==> src/rtl/fifo_pkg.sv <==
// Shared FIFO pointer definitions: default geometry and Gray/binary conversions
// used by both the write-side and read-side pointer blocks.
package fifo_pkg;

  localparam int FIFO_ADDRSIZE = 4;
  localparam int FIFO_PTR_W    = FIFO_ADDRSIZE + 1;

  // Widest pointer any legal ADDRSIZE (2..12) can produce; callers zero-extend
  // into this width and truncate the result back to their own pointer width.
  localparam int PTR_W_MAX     = 13;

  function automatic logic [PTR_W_MAX-1:0] bin2gray(input logic [PTR_W_MAX-1:0] b);
    return b ^ (b >> 1);
  endfunction

  function automatic logic [PTR_W_MAX-1:0] gray2bin(input logic [PTR_W_MAX-1:0] g);
    logic [PTR_W_MAX-1:0] b;
    b = '0;
    for (int i = PTR_W_MAX - 1; i >= 0; i--) begin
      b[i] = ^(g >> i);
    end
    return b;
  endfunction

endpackage

==> src/rtl/gray2bin.sv <==
// Purely combinational Gray-to-binary converter of arbitrary width.
module gray2bin #(
  parameter int W = 5
) (
  input  logic [W-1:0] i_gray,
  output logic [W-1:0] o_bin
);

  // Each binary bit is the XOR of all Gray bits at and above its position.
  for (genvar gi = 0; gi < W; gi++) begin : g_bit
    assign o_bin[gi] = ^i_gray[W-1:gi];
  end

endmodule

==> src/rtl/wptr_full_gen.sv <==
// Write-side FIFO pointer block: binary/Gray write pointer, registered full,
// almost-full, fill level and sticky overflow, all in the write clock domain.
module wptr_full_gen
  import fifo_pkg::*;
#(
  parameter int ADDRSIZE = FIFO_ADDRSIZE
) (
  input  logic                wclk,
  input  logic                wrst,
  input  logic                winc,
  input  logic [ADDRSIZE:0]   wq2_rptr,
  input  logic [ADDRSIZE:0]   afull_thresh,
  input  logic                wclr_ovf,
  output logic [ADDRSIZE-1:0] waddr,
  output logic [ADDRSIZE:0]   wptr,
  output logic                wen,
  output logic                wfull,
  output logic                walmost_full,
  output logic [ADDRSIZE:0]   wlevel,
  output logic                wovf
);

  localparam int PTR_W = ADDRSIZE + 1;
  localparam int DEPTH = 2 ** ADDRSIZE;

  logic [PTR_W-1:0] r_bin;
  logic [PTR_W-1:0] r_gray;
  logic             r_full;
  logic             r_afull;
  logic [PTR_W-1:0] r_level;
  logic             r_ovf;

  logic             w_inc;
  logic [PTR_W-1:0] w_bin_next;
  logic [PTR_W-1:0] w_gray_next;
  logic [PTR_W-1:0] w_rbin;
  logic [PTR_W-1:0] w_full_pattern;
  logic             w_full_next;
  logic [PTR_W-1:0] w_level_next;
  logic [PTR_W-1:0] w_thresh_eff;
  logic             w_afull_next;
  logic             w_ovf_next;

  gray2bin #(
    .W (PTR_W)
  ) u_rptr_g2b (
    .i_gray (wq2_rptr),
    .o_bin  (w_rbin)
  );

  assign w_inc       = winc & ~r_full;
  assign w_bin_next  = r_bin + PTR_W'(w_inc);
  assign w_gray_next = PTR_W'(bin2gray(PTR_W_MAX'(w_bin_next)));

  // Full when the write pointer is exactly one lap ahead of the read pointer:
  // in Gray code that is the read pointer with its two MSBs inverted.
  assign w_full_pattern = {~wq2_rptr[ADDRSIZE:ADDRSIZE-1], wq2_rptr[ADDRSIZE-2:0]};
  assign w_full_next    = (w_gray_next == w_full_pattern);

  assign w_level_next = w_bin_next - w_rbin;
  assign w_thresh_eff = (afull_thresh > PTR_W'(DEPTH)) ? PTR_W'(DEPTH) : afull_thresh;
  assign w_afull_next = (afull_thresh != '0) && (w_level_next >= w_thresh_eff);

  // A rejected write sets the flag even if a clear arrives on the same edge.
  assign w_ovf_next = (winc & r_full) ? 1'b1 : (wclr_ovf ? 1'b0 : r_ovf);

  always_ff @(posedge wclk) begin
    if (wrst) begin
      r_bin   <= '0;
      r_gray  <= '0;
      r_full  <= 1'b0;
      r_afull <= 1'b0;
      r_level <= '0;
      r_ovf   <= 1'b0;
    end else begin
      r_bin   <= w_bin_next;
      r_gray  <= w_gray_next;
      r_full  <= w_full_next;
      r_afull <= w_afull_next;
      r_level <= w_level_next;
      r_ovf   <= w_ovf_next;
    end
  end

  assign waddr        = r_bin[ADDRSIZE-1:0];
  assign wptr         = r_gray;
  assign wen          = w_inc;
  assign wfull        = r_full;
  assign walmost_full = r_afull;
  assign wlevel       = r_level;
  assign wovf         = r_ovf;

endmodule
==> config.mk <==
export PLATFORM = sky130hd
export DESIGN_NAME = wptr_full_gen
export DESIGN_NICKNAME = d
export VERILOG_FILES = /design/src/rtl/fifo_pkg.sv /design/src/rtl/gray2bin.sv /design/src/rtl/wptr_full_gen.sv
export SDC_FILE = /design/constraint.sdc
export NUM_CORES = 1
export LEC_CHECK = 0
export ABC_AREA = 0
export CAP_MARGIN = 20
export CORE_MARGIN = 3
export CORE_UTILIZATION = 41
export DETAILED_ROUTE_END_ITERATION = 10
export PLACE_DENSITY = 0.73
export SKIP_CTS_REPAIR_TIMING = 1
export SYNTH_ARGS = -nofsm -noshare
export SYNTH_HDL_FRONTEND = slang
export SYNTH_SLANG_ARGS = --single-unit
==> constraint.sdc <==
create_clock -name wclk -period 2.9 [get_ports wclk]
set_clock_uncertainty 0.15 [all_clocks]
set_input_delay 0.29 -clock wclk [delete_from_list [all_inputs] [get_ports wclk]]
set_output_delay 0.29 -clock wclk [all_outputs]
set_load 0.03 [all_outputs]
==> impl_summary.md, run 1 <==
Floorplan
The overall die height is 56.24 microns. Row generation in the floorplan step produced 17 rows. During I/O placement, the number of pins put on the boundary was 32. The total die area is 3162 sq um. From left edge to right edge, the die measures 56.24 microns. The initial utilization of the core area, before any placement, comes to 0.4504.

The core area is 2297 sq um.

Clocking
The clock drives 17 sinks. The level count of the clock H-tree is 1. The clock passes through at most 2 buffers. The cell at the root of the clock tree is sky130_fd_sc_hd__clkbuf_4. TritonCTS built the clock tree. The clock network latency to the later pin of the worst-skew pair is 0.29 ns.

Clock-pin slew was measured on the worst setup and hold paths at 0.10 ns. The CTS buffer count is 3.

Logic synthesis
The average instance in the mapped netlist occupies 9.581 sq um. The dominant cell type by area after synthesis is sky130_fd_sc_hd__dfxtp_1. By area the synthesized netlist is led by sky130_fd_sc_hd__dfxtp_1 (33%), sky130_fd_sc_hd__ha_1 (15%), sky130_fd_sc_hd__xnor2_1 (14%). In this run the cell area of the synthesized design comes to 1035 sq um. The number of synthesis warnings is 0.

The share of synthesized area in the top cell type comes to 0.3289. Of the synthesized area, sequential elements account for 0.3289. The synthesized net count is 134. The synthesized design contains 17 register bits.

The distinct cell type count of the synthesized netlist is 25. Counting every instance in the synthesized netlist gives 108.

Setup path
Across all register-to-register paths, the minimum setup slack is 0.11 ns. For the worst setup path, the data required time is 2.90 ns. STA puts the critical path data arrival time at 2.79 ns. For the worst flop-to-flop path, the logic depth is 13. The critical path start-end classification is reg -> reg. In this run the worst setup path begins at wfull. In this run the worst setup path terminates at walmost_full. The worst register-to-register path ends at walmost_full.

In this run the worst path has a maximum fanout of 3. The critical path startpoint category is a flop. The element type at the critical path end is a flop.

The worst reg2reg path startpoint is wfull.

Drt
The first detailed-routing pass ran for 4 iterations. The number of design-rule violations left by the first detailed-router iteration is 19. The average wire length per cell after detail routing is 12.80 microns. The number of design rule violations left after detail routing is 0. For this block, the via count after detailed routing is 926. The overall routed net length is 2444 microns. The antenna violation net count after detailed routing is 0. The routed via count divided by cell count is 4.848.

STA
The final-report setup violation count is 0. After layout, the worst setup slack is 0.1111 ns. For this run, the top clock speed supported by timing is 358.6 MHz. In the finished design, the share of the clock period the worst path needs comes to 0.9617. The transition time at the pin with the least slew margin is 0.6315 ns. Setup total negative slack on the finished layout was measured at 0 ns.

The smallest clock period supported by the final layout is computed as 2.789 ns. The number of pins exceeding their max-slew limit in the final report is 0. The number of endpoints with negative hold slack in the final report is 0. In this run the tightest slew margin relative to its limit is 0.5777. The tightest hold path in the finished design has a slack of 0.1295 ns.

Placed design
The total cell area at the placement stage is 1574 sq um. Port buffering added 31 buffers. The weighted congestion at the end of routability-driven global placement is 0.7648. Once detailed placement completed, the half-perimeter wirelength came to 1868 microns. The worst setup slack before clock tree synthesis is -0.5178 ns.

The number of placed instances, taps included, is 185.

Finish
In the final layout, flip-flops and latches occupy 344.1 sq um. The repair_antennas step left the layout with diodes totalling 0. In the layout the commonest cells are sky130_fd_sc_hd__clkdlybuf4s50_1 (27), sky130_fd_sc_hd__buf_4 (21), sky130_fd_sc_hd__dfxtp_1 (16). Counting the fill cells in the layout gives 181. The share of layout cells above drive strength 1 is 0.2699. The growth of design area from synthesis to finish is 63.00%.

The count of nets after finishing is 190. The final design area excluding fillers is 1687 sq um. For this run, the share of the core covered by cells in the final layout is 0.7342.

The area of the multi-input gates is 788.3 sq um. Once layout is complete, the cells apart from fillers number 191. The library cell used most frequently in the layout, excluding fill and tap cells, is sky130_fd_sc_hd__clkdlybuf4s50_1.

Global route
The pin count of the biggest net entering global routing is 18. The number of global-route vias before repair came to 922. The met3 track demand over resource in global routing is 0.03480. The total overflow left after global routing is 0. The initial antenna violation count was 0.

In the global route stage, overall resource usage came out at 0.1632. For met1 alone, demand over resource in global routing was 0.2006. The met2 layer usage reported by global route is 0.2671. In this run the most used layer during global routing was met2. The first-pass GRT wire length is 4071 microns.

Run
Across the run, the number of max-cap violations was 0.

Pwr
The power consumption is 0.8745 mW. In this run the static leakage power is 0.7275 nW. Dividing total power by cell area gives a power density of 518.5 nW/um^2. Across the VDD grid, the largest voltage drop is 0.3988 mV.

Min path
The path class of the lowest-slack min-delay path is in -> reg.

Outcome
The run finished with clean final reports.
[how the worst min path moves through the flow]
stage / slack [ns] / depth (start not counted) / from / endpoint
floorplan: 0.21 / 1 / wrst / wfull
global placement: 0.30 / 2 / wovf / wovf
detailed placement: 0.32 / 2 / wovf / wovf
CTS: 0.34 / 2 / wovf / wovf
global route: 0.15 / 3 / winc / wovf
finish: 0.13 / 3 / winc / wovf
[logic make-up (layout without fill, tap and decap cells)]
family                     after synthesis  count (layout)  synth area share
AOI/OAI and AO/OA                       12              12           0.08463
xor gates and xnor gates                24              24            0.2358
adders and majority gates               12              12            0.1451
buffers and inverters                    5              60           0.01813
DFF                                     17              17            0.3289
muxes                                    1               1           0.01088
and+or+nand+nor                         37              37            0.1765
[critical path, cell delays in order (launching register included)]
cell and delay (ns):
sky130_fd_sc_hd__dfxtp_4 0.36, sky130_fd_sc_hd__nor2b_4 0.15, sky130_fd_sc_hd__ha_4 0.15, sky130_fd_sc_hd__ha_4 0.15, sky130_fd_sc_hd__xnor2_4 0.12, sky130_fd_sc_hd__inv_2 0.07, sky130_fd_sc_hd__ha_4 0.24, sky130_fd_sc_hd__nor3b_2 0.15
sky130_fd_sc_hd__a311oi_2 0.30, sky130_fd_sc_hd__xnor2_1 0.19, sky130_fd_sc_hd__ha_1 0.27, sky130_fd_sc_hd__a21o_1 0.17, sky130_fd_sc_hd__a21oi_2 0.13, sky130_fd_sc_hd__a211oi_1 0.05
[flip-flops by register name (all words and copies together), names as in the netlist]
| name | count |
|---|---|
| wfull | 1 |
| r_bin | 5 |
| wovf | 1 |
| wlevel | 5 |
| walmost_full | 1 |
| wptr | 4 |
[layout make-up]
cell class | count | share of cell area
tap | 28 | 0.02077
multi-input combinational | 86 | 0.4674
sequential | 17 | 0.2040
timing repair buffer | 52 | 0.2834
clock buffer | 4 | 0.01558
inverter | 4 | 0.008902
[routing by layer]
metal  vias to the layer above  part of all wire
met4                         0             0.023
met2                        23              0.49
met5                         -                 0
li1                        478                 -
met1                       420              0.46
met3                         5             0.034
[synth_stat cells, drive strengths merged]
master,count
nand2b,2
xor2,5
inv,4
ha,12
o41ai,1
a311oi,1
nand2,6
a31oi,1
nand3,2
a21oi,3
mux2,1
clkbuf,1
nor3b,1
dfxtp,17
xnor2,18
nor2,12
nor2b,8
nor3,2
nor4,3
and3,1
o21ai,1
a211oi,2
xnor3,1
a21o,3
[power by group]
part	switching (mW)	internal (mW)	total, mW
clock network	0.0729	0.0535	0.126
registers	0.0104	0.262	0.272
logic	0.222	0.253	0.476
total	0.306	0.569	0.874
Power figures use the tool's default switching activity.
==> run 2: changes to the inputs <==
CTS_CLUSTER_SIZE = 8   (was unset)
==> results of run 2 <==
Final layout, timing and power as in run 1 (identical DEF).
